`src/rtl/instr_sequencer_if.sv`:
```
`default_nettype none
// ============================================================================
// Module      : instr_sequencer_if
// Description : Fetch bus, datapath strobes and ALU flags of instr_sequencer.
// Revision    : 1.0 - initial release
// ============================================================================
interface instr_sequencer_if;
    logic        start;
    logic        mem_req;
    logic [31:0] mem_addr;
    logic        mem_ack;
    logic [31:0] mem_rdata;
    logic [31:0] instruction;
    logic        alu_en;
    logic        zero_flag;
    logic        eq_flag;
    logic        less_flag;
    logic        err_flag;
    logic        reg_we;
    logic [31:0] pc;
    logic        busy;
    logic        halted;
    logic [1:0]  fault_code;

    modport master (
        input  start, mem_ack, mem_rdata, zero_flag, eq_flag, less_flag, err_flag,
        output mem_req, mem_addr, instruction, alu_en, reg_we, pc, busy, halted, fault_code
    );

    modport slave (
        output start, mem_ack, mem_rdata, zero_flag, eq_flag, less_flag, err_flag,
        input  mem_req, mem_addr, instruction, alu_en, reg_we, pc, busy, halted, fault_code
    );
endinterface
`default_nettype wire

```
`src/rtl/instr_sequencer.sv`:
```
`default_nettype none
// ============================================================================
// Module      : instr_sequencer
// Description : Multi-cycle fetch/execute/writeback controller for the CPU datapath.
// Revision    : 1.0 - initial release
// ============================================================================
module instr_sequencer #(
    parameter logic [31:0] RESET_PC = 32'h0000_0000,
    parameter int          MAX_WAIT = 16
) (
    input  logic               clk,
    input  logic               rst,
    instr_sequencer_if.master  bus
);
    localparam int                WAIT_W    = $clog2(MAX_WAIT);
    localparam logic [WAIT_W-1:0] WAIT_LAST = WAIT_W'(MAX_WAIT - 1);

    localparam logic [6:0] OPC_BRANCH = 7'b1100011;
    localparam logic [6:0] OPC_OP     = 7'b0110011;
    localparam logic [6:0] OPC_OPIMM  = 7'b0010011;

    localparam logic [1:0] FAULT_NONE     = 2'b00;
    localparam logic [1:0] FAULT_TIMEOUT  = 2'b01;
    localparam logic [1:0] FAULT_ALU      = 2'b10;
    localparam logic [1:0] FAULT_MISALIGN = 2'b11;

    typedef enum logic [2:0] {
        S_IDLE  = 3'd0,
        S_FETCH = 3'd1,
        S_EXEC  = 3'd2,
        S_WB    = 3'd3,
        S_HALT  = 3'd4
    } state_t;

    state_t            state_q, state_d;
    logic [31:0]       pc_q, pc_d;
    logic [31:0]       instr_q, instr_d;
    logic [WAIT_W-1:0] wait_q, wait_d;
    logic [1:0]        fault_q, fault_d;
    logic              eq_q, eq_d;
    logic              less_q, less_d;
    logic              err_q, err_d;

    logic              mem_req_w;
    logic              alu_en_w;
    logic              reg_we_w;
    logic [6:0]        opcode_w;
    logic [2:0]        funct3_w;
    logic [31:0]       imm_w;
    logic [31:0]       target_w;
    logic [31:0]       pc_inc_w;
    logic              taken_w;
    logic              br_bad_w;

    assign opcode_w = instr_q[6:0];
    assign funct3_w = instr_q[14:12];
    assign imm_w    = {{19{instr_q[31]}}, instr_q[31], instr_q[7],
                       instr_q[30:25], instr_q[11:8], 1'b0};
    assign target_w = pc_q + imm_w;
    assign pc_inc_w = pc_q + 32'd4;

    // Branch condition from the flags captured in EXEC; funct3 010/011 is not a branch.
    always_comb begin
        taken_w  = 1'b0;
        br_bad_w = 1'b0;
        case (funct3_w)
            3'b000:         taken_w  = eq_q;
            3'b001:         taken_w  = !eq_q;
            3'b100, 3'b110: taken_w  = less_q;
            3'b101, 3'b111: taken_w  = !less_q;
            default:        br_bad_w = 1'b1;
        endcase
    end

    always_ff @(posedge clk or posedge rst) begin
        if (rst) begin
            state_q <= S_IDLE;
            pc_q    <= RESET_PC;
            instr_q <= 32'h0;
            wait_q  <= '0;
            fault_q <= FAULT_NONE;
            eq_q    <= 1'b0;
            less_q  <= 1'b0;
            err_q   <= 1'b0;
        end else begin
            state_q <= state_d;
            pc_q    <= pc_d;
            instr_q <= instr_d;
            wait_q  <= wait_d;
            fault_q <= fault_d;
            eq_q    <= eq_d;
            less_q  <= less_d;
            err_q   <= err_d;
        end
    end

    always_comb begin
        state_d   = state_q;
        pc_d      = pc_q;
        instr_d   = instr_q;
        wait_d    = wait_q;
        fault_d   = fault_q;
        eq_d      = eq_q;
        less_d    = less_q;
        err_d     = err_q;
        mem_req_w = 1'b0;
        alu_en_w  = 1'b0;
        reg_we_w  = 1'b0;
        case (state_q)
            S_IDLE: begin
                if (bus.start) begin
                    state_d = S_FETCH;
                end
            end
            S_FETCH: begin
                mem_req_w = 1'b1;
                if (bus.mem_ack) begin
                    instr_d = bus.mem_rdata;
                    wait_d  = '0;
                    state_d = S_EXEC;
                end else if (wait_q == WAIT_LAST) begin
                    fault_d = FAULT_TIMEOUT;
                    state_d = S_HALT;
                end else begin
                    wait_d = wait_q + 1'b1;
                end
            end
            S_EXEC: begin
                alu_en_w = 1'b1;
                eq_d     = bus.eq_flag;
                less_d   = bus.less_flag;
                err_d    = bus.err_flag;
                state_d  = S_WB;
            end
            S_WB: begin
                if (err_q) begin
                    fault_d = FAULT_ALU;
                    state_d = S_HALT;
                end else if (opcode_w == OPC_BRANCH) begin
                    if (br_bad_w) begin
                        fault_d = FAULT_ALU;
                        state_d = S_HALT;
                    end else if (taken_w && (target_w[1:0] != 2'b00)) begin
                        fault_d = FAULT_MISALIGN;
                        state_d = S_HALT;
                    end else begin
                        pc_d    = taken_w ? target_w : pc_inc_w;
                        state_d = S_FETCH;
                    end
                end else begin
                    reg_we_w = (opcode_w == OPC_OP) || (opcode_w == OPC_OPIMM);
                    pc_d     = pc_inc_w;
                    state_d  = S_FETCH;
                end
            end
            S_HALT: begin
                state_d = S_HALT;
            end
            default: begin
                state_d = S_IDLE;
            end
        endcase
    end

    // Strobes decode straight from the state register so an async reset drops them at once.
    assign bus.mem_req     = mem_req_w;
    assign bus.mem_addr    = pc_q;
    assign bus.instruction = instr_q;
    assign bus.alu_en      = alu_en_w;
    assign bus.reg_we      = reg_we_w;
    assign bus.pc          = pc_q;
    assign bus.busy        = (state_q == S_FETCH) || (state_q == S_EXEC) || (state_q == S_WB);
    assign bus.halted      = (state_q == S_HALT);
    assign bus.fault_code  = fault_q;

endmodule
`default_nettype wire

```
`src/flat_wrapper.sv`:
```
// flat-port wrapper written by rule: the top's interface ports become plain ports
module instr_sequencer_flat 
#(
    parameter logic [31:0] RESET_PC = 32'h0000_0000,
    parameter int          MAX_WAIT = 16
)
  (clk, rst, bus_start, bus_mem_ack, bus_mem_rdata, bus_zero_flag, bus_eq_flag, bus_less_flag, bus_err_flag, bus_mem_req, bus_mem_addr, bus_instruction, bus_alu_en, bus_reg_we, bus_pc, bus_busy, bus_halted, bus_fault_code);
  instr_sequencer_if bus_i ();
  input  logic clk;
  input  logic rst;
  input wire logic [$bits(bus_i.start)-1:0] bus_start;
  input wire logic [$bits(bus_i.mem_ack)-1:0] bus_mem_ack;
  input wire logic [$bits(bus_i.mem_rdata)-1:0] bus_mem_rdata;
  input wire logic [$bits(bus_i.zero_flag)-1:0] bus_zero_flag;
  input wire logic [$bits(bus_i.eq_flag)-1:0] bus_eq_flag;
  input wire logic [$bits(bus_i.less_flag)-1:0] bus_less_flag;
  input wire logic [$bits(bus_i.err_flag)-1:0] bus_err_flag;
  output wire logic [$bits(bus_i.mem_req)-1:0] bus_mem_req;
  output wire logic [$bits(bus_i.mem_addr)-1:0] bus_mem_addr;
  output wire logic [$bits(bus_i.instruction)-1:0] bus_instruction;
  output wire logic [$bits(bus_i.alu_en)-1:0] bus_alu_en;
  output wire logic [$bits(bus_i.reg_we)-1:0] bus_reg_we;
  output wire logic [$bits(bus_i.pc)-1:0] bus_pc;
  output wire logic [$bits(bus_i.busy)-1:0] bus_busy;
  output wire logic [$bits(bus_i.halted)-1:0] bus_halted;
  output wire logic [$bits(bus_i.fault_code)-1:0] bus_fault_code;
  assign bus_i.start = bus_start;
  assign bus_i.mem_ack = bus_mem_ack;
  assign bus_i.mem_rdata = bus_mem_rdata;
  assign bus_i.zero_flag = bus_zero_flag;
  assign bus_i.eq_flag = bus_eq_flag;
  assign bus_i.less_flag = bus_less_flag;
  assign bus_i.err_flag = bus_err_flag;
  assign bus_mem_req = bus_i.mem_req;
  assign bus_mem_addr = bus_i.mem_addr;
  assign bus_instruction = bus_i.instruction;
  assign bus_alu_en = bus_i.alu_en;
  assign bus_reg_we = bus_i.reg_we;
  assign bus_pc = bus_i.pc;
  assign bus_busy = bus_i.busy;
  assign bus_halted = bus_i.halted;
  assign bus_fault_code = bus_i.fault_code;
  instr_sequencer #(.RESET_PC(RESET_PC), .MAX_WAIT(MAX_WAIT)) u_core (.clk(clk), .rst(rst), .bus(bus_i));
endmodule
```
`config.mk`:
```
export PLATFORM = sky130hd
export DESIGN_NAME = instr_sequencer_flat
export DESIGN_NICKNAME = d
export VERILOG_FILES = /design/src/rtl/instr_sequencer_if.sv /design/src/rtl/instr_sequencer.sv /design/src/flat_wrapper.sv
export SDC_FILE = /design/constraint.sdc
export NUM_CORES = 1
export LEC_CHECK = 0
export ABC_AREA = 1
export CORE_ASPECT_RATIO = 0.8
export CORE_MARGIN = 2
export CORE_UTILIZATION = 45
export DETAILED_ROUTE_END_ITERATION = 16
export PLACE_DENSITY = 0.72
export SETUP_SLACK_MARGIN = 0.1
export SYNTH_ARGS = -nofsm -noshare
export SYNTH_HDL_FRONTEND = slang
export SYNTH_SLANG_ARGS = --single-unit
```
`constraint.sdc`:
```
create_clock -name clk -period 7.35 [get_ports clk]
set_input_delay 1.8375 -clock clk [delete_from_list [all_inputs] [get_ports clk]]
set_output_delay 1.8375 -clock clk [all_outputs]
set_load 0.02 [all_outputs]
```
==> impl_results.md, run 1 <==
* Buffer depth of the longest clock path at 2
* Total standard cell area after synthesis at 6725 µm²
* Number of sinks on the clock net at 75
* Routed vias at 6987
* Simple-gate area share of the yosys netlist at 39.96%
* # setup viols final at 0
* Net switching component of the power at 1.330 mW
* Worst-path cell chain: nor3_1 -> clkdlybuf4s50_1
* Hold buffer count at cts at 0
* Combinational family with the most area after synthesis: simple AND/OR/NAND/NOR gates
* Dpl cell area at 8036 µm²
* Class of the tightest hold or removal check: reg2reg
* Fraction of layout cells with a size suffix above 1 at 3.802%
* Reg power frac at 26.5%
* Final Instance Area at 8338 µm²
* Number of port buffers at 139
* Area share of fa/ha/maj cells after synthesis at 6.251%
* RSZ-0062 raised after global routing: no
* Number of logic stages on the critical path including buffering at 2
* R2R depth at 11
* Combinational cell fraction of total power at 56.5%
* Number of iterations in the first detailed-routing pass at 5
* Synth-to-layout area growth at 23.98%
* Share of async-settable or async-resettable flops after synthesis at 100.0%
* Number of distinct library cells after synthesis at 41
* Average detailed-routed wire length per instance at 14.72 µm
* First-pass GRT wire length at 33550 µm
* Worst-path maximum fanout at 7
* Setup Slack @ Placement at 3.144 ns
* Top cell family by delay on the critical path: buffers and inverters
* CTS tree: built
* Main synth FF type: dfrtp_1
* Endpoint type of the worst setup path: primary output
* PD cells at 325.6 nW/µm²
* Fin Clk Skew at 0.008383 ns
* Least setup slack across all paths after layout at 3.422 ns
* Worst hold path depth at 2
* Die outline height at 113.3 µm
* Most used routing layer: met2
* Width of the die at 140.7 µm
* Post-CTS setup buffer count at 0
* Area of the core at 14440 µm²
* Final period demand of the worst path at 3.928 ns
* TritonCTS Buffers at 9
* Share of the synthesized area in compound gates (AO/OA/AOI/OAI) at 8.112%
* Tot GR Track Use at 26.66%
* DRT iter0 DRCs at 511
* Xor and xnor fraction of the mapped netlist area at 2.865%
* Met3 global-route usage at 5.713%
* Root buffer cell: clkbuf_16
* Count of synthesis-stage warnings from yosys at 0
* P_int at 1.385 mW
* EDFF count, synth at 0
* Number of rows created at floorplan at 39
* Final cycle utilization of the critical path at 53.44%
* Die area at 15940 µm²
* Clk pwr share at 17.0%
* Remaining routing DRC violations at 0
* Total of max-cap violations at 0
* Share of cell area taken by muxes after synthesis at 0%
* Pin count of the biggest net entering global routing at 76
* Sequential area share after synthesis at 27.91%
* Detailed Place HPWL at 15860 µm
* Count of mapped cells out of synthesis at 1100
* Total buffers and inverters traversed by the critical path at 1
* Switch share at 48.98%
* Actual slew at the worst max-slew pin at 0.9697 ns
* Count of instances resized after the clock tree is built at 0
* Required time reported for the critical path endpoint at 5.51 ns
* Highest ir drop seen on vdd at 0.2300 mV
* Antenna violations before repair at 0
* Final weighted congestion in routability-driven placement at 0.9598
* Post-route ant nets at 0
* Starting density of the core at 46.56%
* Aggregate global routing overflow at 0
* Number of vias per cell at 5.012
* Final Max Tran Viols at 0
* Worst slew margin at 35.35%
* Clock slew at reported path FFs at 0.07 ns
* Peak per-stage delay on the critical path at 0.73 ns
* Number of global-route vias before repair at 6546
* Kind of start point of the critical path: register
* Run status: complete, no violations
* Worst-path cell with the longest stage delay: clkdlybuf4s50_1
* Total Negative Setup Slacks at 0 ns
* Post-Route WL at 20530 µm
* Count of endpoints failing hold in the final timing report at 0
* GRT met2 Usage at 42.54%
* Number of synthesized register bits at 75
* Post-Syn Area per Cell at 6.114 µm²
* Number of nets at the end of the flow at 1278
* ANT cells at 0
* Critical path arrival at 2.09 ns
* Post-Route Utilization at 57.73%
* Leakage dissipation at 4.358 nW
* Clock network latency to the later pin of the worst-skew pair at 0.34 ns
* Met1 layer usage reported by global route at 37.66%
* Critical Setup Path Class: reg2out
* Upper clock frequency limit at 0.2546 GHz
* Top-level port count at 143
* Number of levels the H-tree was split into at 3
## layout make-up
cell class | count | area (µm²)
Clock buffer | 9 | 225.2
Clock inverter | 7 | 76.32
Fill cell | 1412 | 6106
Inverter | 174 | 661.9
Multi-Input combinational cell | 803 | 3854
Sequential cell | 75 | 1877
Tap cell | 184 | 230.2
Timing Repair Buffer | 142 | 1414
## through the flow
| stage | hold WS, ns | instances | total power, mW |
|---|---|---|---|
| detailed placement | 0.4582 | 1378 | 2.240 |
| CTS | 0.4764 | 1394 | 2.713 |
| floorplan | 0.4646 | 1101 | 1.689 |
| global route | 0.4906 | 1394 | 2.928 |
| finish | 0.4721 | 1394 | 2.715 |
| global placement | 0.4549 | 1378 | 2.219 |
## synth_stat cells, types with 2 or more instances
| cell | n | area share [%] |
|---|---|---|
| nor3_1 | 17 | 1.3 |
| a31oi_1 | 4 | 0.37 |
| nand3b_1 | 4 | 0.45 |
| o211ai_1 | 4 | 0.45 |
| o21ai_1 | 7 | 0.52 |
| dfrtp_1 | 75 | 28 |
| buf_4 | 36 | 4.0 |
| nand3_4 | 3 | 0.78 |
| xnor2_1 | 5 | 0.65 |
| nand4_1 | 7 | 0.65 |
| xor2_1 | 17 | 2.2 |
| inv_1 | 167 | 9.3 |
| o21ai_0 | 35 | 2.6 |
| nand3_1 | 67 | 5.0 |
| nand2_2 | 3 | 0.28 |
| a21oi_1 | 44 | 3.3 |
| nor3b_1 | 2 | 0.22 |
| nand3_2 | 3 | 0.45 |
| clkbuf_1 | 3 | 0.17 |
| inv_2 | 4 | 0.22 |
| ha_1 | 32 | 6.0 |
| nand2_1 | 449 | 25 |
| nor2_1 | 78 | 4.4 |
| o21bai_1 | 2 | 0.22 |
| a21o_1 | 2 | 0.22 |
| nor2_2 | 7 | 0.65 |
| buf_2 | 9 | 0.67 |
## worst register-to-register path, cell delays in order (launching register included)
cell and delay, ns:
dfrtp_1 0.44, inv_2 0.11, nand2_1 0.05, nand3_1 0.10
nand3_4 0.21, nand3_4 0.15, nand3_4 0.38, inv_2 0.61
nand2_2 0.15, nand3_1 0.17, nand2_1 0.08, nand2_1 0.06
## logic make-up (layout without fill, tap and decap cells)
family	count (synthesis)	in the layout
flops	75	75
simple gates	644	644
fa+ha+maj	33	33
compound gates	102	102
other cells	1	2
xor+xnor	22	22
buf+inv	223	332
## worst paths after layout
kind	slack (ns)	to	start
max	3.42	bus_alu_en	u_core.state_q[2]
min	0.47	u_core.bus.instruction[16]	u_core.bus.instruction[16]
max reg2reg	4.77	u_core.bus.mem_addr[21]	u_core.bus.instruction[12]
min reg2reg	0.47	u_core.bus.instruction[16]	u_core.bus.instruction[16]
max in group asynchronous	4.62	u_core.bus.mem_addr[25]	rst
min in group asynchronous	2.09	u_core.bus.instruction[16]	rst
## layer usage
layer	up-vias	share of wire (%)
met5	-	0
met4	0	0.60
met3	10	8.5
met2	229	44
met1	3155	47
li1	3593	-
## placed cells by master, fill, tap and decap left out, types with 9 or more instances in the layout
cell type | netlist | routed
clkbuf_16 | 0 | 9
o21ai_0 | 35 | 35
nand3_1 | 67 | 67
nand2_1 | 449 | 449
nor3_1 | 17 | 17
clkdlybuf4s50_1 | 0 | 139
xor2_1 | 17 | 17
ha_1 | 32 | 32
dfrtp_1 | 75 | 75
a21oi_1 | 44 | 44
inv_1 | 167 | 166
nor2_1 | 78 | 78
## state kept, by name, indices dropped and copies added (netlist names)
name                    count
u_core.wait_q               4
u_core.less_q               1
u_core.bus.fault_code       2
u_core.err_q                1
u_core.bus.instruction     32
u_core.bus.mem_addr        31
u_core.eq_q                 1
u_core.state_q              3
## power by group through the flow
stage / logic (mW) / clock network, mW / registers, mW
after floorplan: 0.863 / 0 / 0.825
after global placement: 1.50 / 0 / 0.721
after detailed placement: 1.52 / 0 / 0.721
after CTS: 1.53 / 0.468 / 0.716
after global routing: 1.71 / 0.479 / 0.736
final: 1.53 / 0.463 / 0.718
(Power assumes the default switching activity.)
==> run 2: changes to the inputs <==
Clock period 7.35 ns to 3.8 ns, I/O delays scaled along.
==> run 2 against run 1 <==
  * Clock power up 91%
  * Design area up 0.12%
  * Final cell count barely moved
  * Die area stayed put
  * Critical endpoint unchanged
  * Non-clock buffer count grew 1
  * Critical path depth unchanged
==> impl_results.md, run 2 (synthesis results as in run 1) <==
* Largest register FFs at 32 (unchanged)
* Net switching component of the power at 2.471 mW (+86%)
* Post-Route Utilization at 57.80% (+0.069 points)
* P_int at 2.733 mW (+97%)
* Area of the core at 14440 µm² (unchanged)
* Remaining routing DRC violations at 0 (unchanged)
* Post-route non-filler standard cell count at 1395 (+0.072%)
* Average detailed-routed wire length per instance at 14.43 µm (-2.0%)
* Post-route ant nets at 0 (unchanged)
* Count of filler cells inserted in the layout at 1458 (+3.3%)
* Die area at 15940 µm² (unchanged)
* Tot GR Track Use at 25.89% (-0.77 points)
* Die outline height at 113.3 µm (unchanged)
* First-pass GRT wire length at 32510 µm (-3.1%)
* Number of vias per cell at 5.030 (+0.36%)
* Routed vias at 7017 (+0.43%)
* Aggregate global routing overflow at 0 (unchanged)
* Detailed Place HPWL at 15840 µm (about the same)
* Number of sinks on the clock net at 75 (unchanged)
* Critical path arrival at 2.13 ns (+0.04 ns)
* Count of instances resized after the clock tree is built at 0 (unchanged)
* Upper clock frequency limit at 0.3243 GHz
* Clock network latency to the later pin of the worst-skew pair at 0.34 ns (about the same)
* Final Max Tran Viols at 0 (unchanged)
* Highest ir drop seen on vdd at 0.3879 mV (+69%)
* RSZ-0062 raised after global routing: no
* Combinational cell fraction of total power at 55.7% (-0.8 points)
* Number of port buffers at 139 (unchanged)
* TritonCTS Buffers at 9 (unchanged)
* Antenna violations before repair at 0 (unchanged)
* Number of rows created at floorplan at 39 (unchanged)
* Fin Clk Skew at 0.007429 ns (-0.0009541 ns)
* Worst-path maximum fanout at 7 (unchanged)
* Run status: complete, no violations
* Number of iterations in the first detailed-routing pass at 5 (unchanged)
* Pin count of the biggest net entering global routing at 35 (-54%)
* Kind of start point of the critical path: register
* Starting density of the core at 46.56% (unchanged)
* Worst slew margin at 38.59% (+3.2 points)
* Hold buffer count at cts at 0 (unchanged)
* Total Negative Setup Slacks at 0 ns (unchanged)
* Placed cell count at 1379 (+0.073%)
* Clock slew at reported path FFs at 0.06 ns (about the same)
* Dpl cell area at 8044 µm² (about the same)
* Most common cell after layout, fill and taps aside: nand2_1
* CTS tree: built
* Required time reported for the critical path endpoint at 2.85 ns (-2.66 ns)
* Number of nets at the end of the flow at 1279 (+0.078%)
* Width of the die at 140.7 µm (unchanged)
* Buffer depth of the longest clock path at 2 (unchanged)
* Total of max-cap violations at 0 (unchanged)
* Final Instance Area at 8348 µm² (+0.12%)
* Post-Route WL at 20120 µm (-2.0%)
* Switch share at 47.48% (-1.5 points)
* DRT iter0 DRCs at 652 (+28%)
* Actual slew at the worst max-slew pin at 0.9211 ns (-0.04857 ns)
* ANT cells at 0 (unchanged)
* Setup slack, reg-to-reg at 1.12 ns (-3.65 ns)
* Critical Setup Path Class: reg2out
* Post-CTS setup buffer count at 0 (unchanged)
* Number of global-route vias before repair at 6409 (-2.1%)
* Final period demand of the worst path at 3.084 ns
* Number of levels the H-tree was split into at 3 (unchanged)
* Synth-to-layout area growth at 24.13%
* PD cells at 623.4 nW/µm² (+91%)
* Endpoint type of the worst setup path: primary output
* Root buffer cell: clkbuf_16
* # setup viols final at 0 (unchanged)
* Class of the tightest hold or removal check: reg2reg
* Final cycle utilization of the critical path at 81.15%
* Reg power frac at 27.2% (+0.7 points)
* Count of endpoints failing hold in the final timing report at 0 (unchanged)
* Clk pwr share at 17.0% (about the same)
* Leakage dissipation at 4.351 nW (-0.16%)
* Fraction of layout cells with a size suffix above 1 at 3.799% (about the same)
* Final weighted congestion in routability-driven placement at 0.9644 (+0.48%)
* Leading cell types in the layout, fill and taps excluded: nand2_1, inv_1, clkdlybuf4s50_1
* Total power draw at 5.204 mW (+92%)
* Top-level port count at 143 (unchanged)
[run 2: cell type report]
type / count / area, µm² / share of cell area [%]
inverter: 174 / 661.9 / 7.929
clock inverter: 5 / 61.31 / 0.7344
multi-input combinational: 803 / 3854 / 46.16
tap: 184 / 230.2 / 2.758
clock buffer: 11 / 242.7 / 2.908
sequential: 75 / 1877 / 22.48
timing repair buffer: 143 / 1421 / 17.03
[run 2: power groups by stage]
stage / Sequential, mW / Combinational, mW / Clock [mW]
4_1_cts: 1.41 / 2.90 / 0.904
2_1_floorplan: 1.60 / 1.67 / 0
3_3_place_gp: 1.42 / 2.86 / 0
6_report: 1.42 / 2.90 / 0.886
3_5_place_dp: 1.42 / 2.88 / 0
5_1_grt: 1.46 / 3.24 / 0.936
[run 2: worst paths after layout]
path                                       startpoint                          to  cells past startpoint
max reg2reg                u_core.bus.instruction[31]     u_core.bus.mem_addr[17]                     11
max                                 u_core.state_q[2]                  bus_alu_en                      2
min                        u_core.bus.instruction[15]  u_core.bus.instruction[15]                      2
min in group asynchronous                         rst  u_core.bus.instruction[19]                      2
max in group asynchronous                         rst      u_core.bus.mem_addr[4]                      3
min reg2reg                u_core.bus.instruction[15]  u_core.bus.instruction[15]                      2
[run 2: metal layers]
metal	vias up	part of all wire [%]	track usage, %
met5	-	0	0
met4	0	1.1	5.667
met3	13	7.1	5.036
met2	213	42	39.41
met1	3198	50	38.24
li1	3593	-	-
[run 2: critical path, cell delays in order, from the launching register on]
cell,delay (ns)
dfrtp_1,0.44
nor3_1,0.61
clkdlybuf4s50_1,0.73
[run 2: stage by stage]
step	hold slack [ns]	worst slack [ns]
finish	0.4765	0.7165
global route	0.5018	0.5694
CTS	0.4780	0.6658
detailed placement	0.4618	1.064
global placement	0.4545	1.093
floorplan	0.4646	0.9400
==> run 3: changes to the inputs <==
Clock period 3.8 ns to 3.05 ns, I/O delays scaled along.
==> run 3 against run 2 <==
  * Sequential share of layout area hardly changed
  * Largest power group unchanged
  * Clock skew up 0.0035 ns
  * Clock power rose by 17%
  * Critical path type unchanged
  * Utilization is 0.078 points higher
  * Routed wire length fell by 0.77%
  * Critical path depth grew 2
  * Count of clock-buffer cells in the layout is 2 lower
  * Register-to-register slack got worse by 0.55 ns
  * Global-route usage is 0.057 points lower
  * Die area stayed put
  * Highest routed layer unchanged
==> impl_results.md, run 3 (synthesis results as in run 1) <==
* Hold Path Origin: u_core.bus.instruction[20]
* Number of iterations in the first detailed-routing pass at 5 (unchanged)
* Fraction of layout cells with a size suffix above 1 at 4.198% (+0.40 points)
* Aggregate global routing overflow at 0 (unchanged)
* Number of sinks on the clock net at 75 (unchanged)
* DRT iter0 DRCs at 503 (-23%)
* Required time reported for the critical path endpoint at 2.29 ns (-0.56 ns)
* PD cells at 770.9 nW/µm² (+24%)
* Final weighted congestion in routability-driven placement at 0.9480 (-1.7%)
* Buffer depth of the longest clock path at 2 (unchanged)
* Post-route ant nets at 0 (unchanged)
* Starting density of the core at 46.56% (unchanged)
* First-pass GRT wire length at 32800 µm (+0.89%)
* Total buffers and inverters traversed by the critical path at 1 (unchanged)
* Area of the core at 14440 µm² (unchanged)
* Final cycle utilization of the critical path at 87.98%
* R2R depth at 13 (+2)
* Startpoint of the most critical register-to-register path: u_core.bus.mem_addr[1]
* Upper clock frequency limit at 0.3727 GHz
* Number of global-route vias before repair at 6457 (+0.75%)
* Routed vias at 7052 (+0.50%)
* Worst-path cell with the longest stage delay: clkdlybuf4s50_1
* Total of max-cap violations at 0 (unchanged)
* Leading cell types in the layout, fill and taps excluded: nand2_1, inv_1, clkdlybuf4s50_1
* Die outline height at 113.3 µm (unchanged)
* Number of vias per cell at 5.041 (+0.21%)
* Endpoint type of the worst setup path: primary output
* Clock network latency to the later pin of the worst-skew pair at 0.35 ns (about the same)
* Leakage dissipation at 4.368 nW (+0.40%)
* Number of rows created at floorplan at 39 (unchanged)
* Tot GR Track Use at 25.83% (-0.057 points)
* Detailed Place HPWL at 15740 µm (-0.66%)
* Critical path arrival at 1.92 ns (-0.21 ns)
* Worst hold path depth at 2 (unchanged)
* Peak per-stage delay on the critical path at 0.64 ns (-0.09 ns)
* Dpl cell area at 8074 µm² (+0.37%)
* Final period demand of the worst path at 2.683 ns
* Root buffer cell: clkbuf_16
* Fin Clk Skew at 0.01093 ns (+0.003502 ns)
* Post-Route WL at 19970 µm (-0.77%)
* Setup slack, reg-to-reg at 0.57 ns (-0.55 ns)
* ANT cells at 0 (unchanged)
* Final Instance Area at 8359 µm² (+0.13%)
* Critical Setup Path Class: reg2out
* Highest ir drop seen on vdd at 0.4616 mV (+19%)
* Antenna violations before repair at 0 (unchanged)
* Worst slew margin at 59.62% (+21 points)
* Hold buffer count at cts at 0 (unchanged)
* Most common cell after layout, fill and taps aside: nand2_1
* Total Negative Setup Slacks at 0 ns (unchanged)
* Hold EP: u_core.bus.instruction[20]
* Width of the die at 140.7 µm (unchanged)
* Post-route non-filler standard cell count at 1399 (+0.29%)
* Number of nets at the end of the flow at 1283 (+0.31%)
* Count of instances resized after the clock tree is built at 0 (unchanged)
* Synth-to-layout area growth at 24.30%
* Post-CTS setup buffer count at 0 (unchanged)
* TritonCTS Buffers at 9 (unchanged)
* Kind of start point of the critical path: register
* Number of levels the H-tree was split into at 3 (unchanged)
* Worst-path maximum fanout at 6 (-1)
* Class of the tightest hold or removal check: reg2reg
* Final Max Tran Viols at 0 (unchanged)
* CTS tree: built
* Pin count of the biggest net entering global routing at 39 (+11%)
* Top-level port count at 143 (unchanged)
* Largest register FFs at 32 (unchanged)
* Average detailed-routed wire length per instance at 14.27 µm (-1.1%)
* Clock slew at reported path FFs at 0.07 ns (about the same)
* Remaining routing DRC violations at 0 (unchanged)
* Count of endpoints failing hold in the final timing report at 0 (unchanged)
* Run status: complete, no violations
* # setup viols final at 0 (unchanged)
* Top cell family by delay on the critical path: buffers and inverters
* Worst-path cell chain: nor2_1 -> nand2_1 -> nor3_1 -> clkdlybuf4s50_1
* Critical R2R Capture: u_core.bus.mem_addr[17]
* RSZ-0062 raised after global routing: no
* Actual slew at the worst max-slew pin at 0.6007 ns (-0.3204 ns)
* Die area at 15940 µm² (unchanged)
* Count of filler cells inserted in the layout at 1466 (+0.55%)
* Placed cell count at 1383 (+0.29%)
* WHS at 0.4677 ns (-0.008827 ns)
* Number of port buffers at 139 (unchanged)
## run 3: worst max-delay path by stage
stage                                start                       end  slack (ns)  cells past startpoint
finish                   u_core.state_q[2]                bus_reg_we        0.37                      4
global route             u_core.state_q[0]                bus_reg_we        0.27                      5
CTS                      u_core.state_q[2]                bus_reg_we        0.35                      4
detailed placement  u_core.bus.mem_addr[1]   u_core.bus.mem_addr[17]        0.63                     13
global placement    u_core.bus.mem_addr[1]   u_core.bus.mem_addr[21]        0.63                     13
floorplan                              rst  u_core.bus.fault_code[0]        0.38                      1
## run 3: per-stage QoR
stage / utilization [%] / power [mW] / setup WS, ns
floorplan: - / 4.070 / 0.3775
global placement: 55.90 / 5.356 / 0.6273
detailed placement: 55.90 / 5.396 / 0.6315
CTS: 57.87 / 6.466 / 0.3451
global route: 57.87 / 6.978 / 0.2665
finish: 57.87 / 6.444 / 0.3667
## run 3: per-layer routing
layer  up-vias  track usage [%]  part of all wire, %
met2       224            39.93                   42
met3        19            4.909                  7.3
met5         -                0                    0
li1       3601                -                    -
met1      3208            38.28                   49
met4         0            4.267                  1.0
## run 3: final cells by class
| type | count | area [µm²] | share of cell area (%) |
|---|---|---|---|
| repair buffers | 147 | 1451 | 17.36 |
| clock buffers | 9 | 225.2 | 2.694 |
| flip-flops and latches | 75 | 1877 | 22.45 |
| inverters | 174 | 661.9 | 7.918 |
| multi-input cells | 803 | 3854 | 46.10 |
| clock inverters | 7 | 60.06 | 0.7185 |
| well taps | 184 | 230.2 | 2.754 |
## run 3: worst register-to-register path: cells and delay by family (launching register included)
kind	cells	cell delay, ns
flip-flops	1	0.39
adder cells (fa/ha/maj)	2	0.70
AND/OR/NAND/NOR	7	0.87
AO/OA/AOI/OAI	2	0.21
buffers and inverters	2	0.18
## run 3: where the power goes
part           switching (mW)  internal, mW
clock                   0.474         0.565
sequential              0.394          1.33
combinational            2.25          1.44
==> edit, RTL diff (flow settings as in run 1) <==
`MAX_WAIT` is set to 16 in 2 places; all go to 32.
--- a/src/rtl/instr_sequencer.sv
+++ b/src/rtl/instr_sequencer.sv
@@ -6,7 +6,7 @@
 // ============================================================================
 module instr_sequencer #(
     parameter logic [31:0] RESET_PC = 32'h0000_0000,
-    parameter int          MAX_WAIT = 16
+    parameter int          MAX_WAIT = 32
 ) (
     input  logic               clk,
     input  logic               rst,
--- a/src/flat_wrapper.sv
+++ b/src/flat_wrapper.sv
@@ -2,7 +2,7 @@
 module instr_sequencer_flat 
 #(
     parameter logic [31:0] RESET_PC = 32'h0000_0000,
-    parameter int          MAX_WAIT = 16
+    parameter int          MAX_WAIT = 32
 )
   (clk, rst, bus_start, bus_mem_ack, bus_mem_rdata, bus_zero_flag, bus_eq_flag, bus_less_flag, bus_err_flag, bus_mem_req, bus_mem_addr, bus_instruction, bus_alu_en, bus_reg_we, bus_pc, bus_busy, bus_halted, bus_fault_code);
   instr_sequencer_if bus_i ();
Check against the original RTL: same outputs for any inputs over 10 cycles, from zero or initial values and one cycle with rst high; that may be too few to reach the edited logic, so the function may still have changed.
==> edit against run 1 <==
  * Sequential cell count grew 1
  * Area after synthesis grew 1.0%
  * Die area grew 0.99%
  * Total power grew 4.9%
  * Sequential share of layout area grew 0.097 points
  * Wire length grew 0.58%
  * Hold slack gained 0.0099 ns
  * Register-to-register slack lost 0.43 ns
  * Clock skew is essentially flat
  * Utilization shrank 1.1 points
  * Design area grew 0.90%
  * Setup slack gained 0.010 ns
  * Via count grew 0.69%
  * Critical path type unchanged
  * Critical endpoint unchanged
  * Highest routed layer unchanged
==> edit: results (changes against run 1) <==
Gpl congestion: 0.927 (-3.4%)
Mux cell area share after synthesis: 0 (unchanged)
Total track usage: 0.260 (-0.00671)
# Post-CTS Setup Buffers: 0 (unchanged)
Hpwl dp: 15,500 um (-2.3%)
Synthesized area per cell: 6.31 um2 (+3.2%)
Worst Hold Class: flip-flop to flip-flop
Worst reg2reg path startpoint: u_core.bus.instruction[12]
Hold WS: 0.482 ns (+0.00992 ns)
Crit path DAT: 2.08 ns
Synth top area share: 0.280 (+0.000857)
Vias in the first global route: 6,156 (-6.0%)
WHS Endpoint: u_core.bus.instruction[19]
Placed Cells: 1,358 (-1.5%)
Max VDD drop: 0.257 mV (+12%)
Sequential share of the synthesized area: 0.280 (+0.000857)
Layout Skew: 0.00878 ns (+0.000394 ns)
CTS H-tree depth: 3 (unchanged)
Vias: 7,035 (+0.69%)
Worst-margin pin slew: 1.01 ns (+0.0366 ns)
Min-Delay Startpoint: u_core.bus.instruction[19]
Max Clock Freq: 255 MHz (+0.26%)
R2r endpoint: u_core.bus.mem_addr[13]
Pin count of the biggest net entering global routing: 77 (+1.3%)
Placed Area: 8080 um2 (+0.58%)
Xor/xnor share of the synthesized area: 0.0400 (+0.0113)
Post-Place Setup Slack: 3.78 ns (+0.633 ns)
Layout cell share with drive strength beyond 1: 0.0549 (+0.0168)
DRT iter0 DRCs: 586 (+15%)
Pleak: 4.43 nW (+1.7%)
Status: finished, final reports clean
First-pass GRT wire length: 32,800 um (-2.3%)
Routed wire length per instance: 15.0 um (+2.0%)
Detailed Route WL: 20,600 um (+0.58%)
Final net count: 1,254 (-1.9%)
Biggest fanout along the worst timing path: 8 (+1)
Post-synthesis compound-gate area fraction: 0.0738 (-0.00727)
Largest cells by area after synthesis: dfrtp_1 (28%), nand2_1 (23%), inv_1 (8.4%)
Count of cell types in the netlist: 39 (-4.9%)
Setup slack, reg-to-reg: 4.34 ns (-0.43 ns)
Adder-cell share of the synthesized area: 0.0637 (+0.00121)
Most frequent cells after synthesis: nand2_1 (422), inv_1 (152), dfrtp_1 (76)
edit: layer usage:
layer  share of wire  track usage
met5               0            0
met4           0.016       0.0593
met3           0.077       0.0537
met2            0.41        0.375
met1            0.50        0.397
edit: layout make-up:
cell class | instances | area [um2]
clock buffers | 9 | 225
clock inverters | 7 | 105
fillers | 1477 | 6450
inverters | 163 | 613
multi-input cells | 787 | 3910
flip-flops and latches | 76 | 1900
well taps | 189 | 236
repair buffers | 143 | 1420
edit: worst max-delay path by stage:
stage	depth (start not counted)	start	end
CTS	2	u_core.state_q[2]	bus_alu_en
global route	2	u_core.state_q[2]	bus_alu_en
floorplan	1	rst	u_core.bus.fault_code[0]
detailed placement	6	bus_mem_ack	u_core.state_q[1]
finish	2	u_core.state_q[2]	bus_alu_en
global placement	6	bus_mem_ack	u_core.state_q[1]
edit: logic make-up after synthesis:
family	count (synthesis)
simple gates	628
buf+inv	215
compound gates	92
flops	76
fa+ha+maj	34
xor+xnor	31
other cells	1
edit: critical path, cell delays in order, from the launching register on:
cell and delay [ns]:
dfrtp_1 0.43, nor3_1 0.57, clkdlybuf4s50_1 0.73
edit: power by group:
part           switching (mW)  internal, mW
sequential              0.177         0.561
clock                   0.206         0.304
combinational           0.962         0.639
total                    1.34          1.50
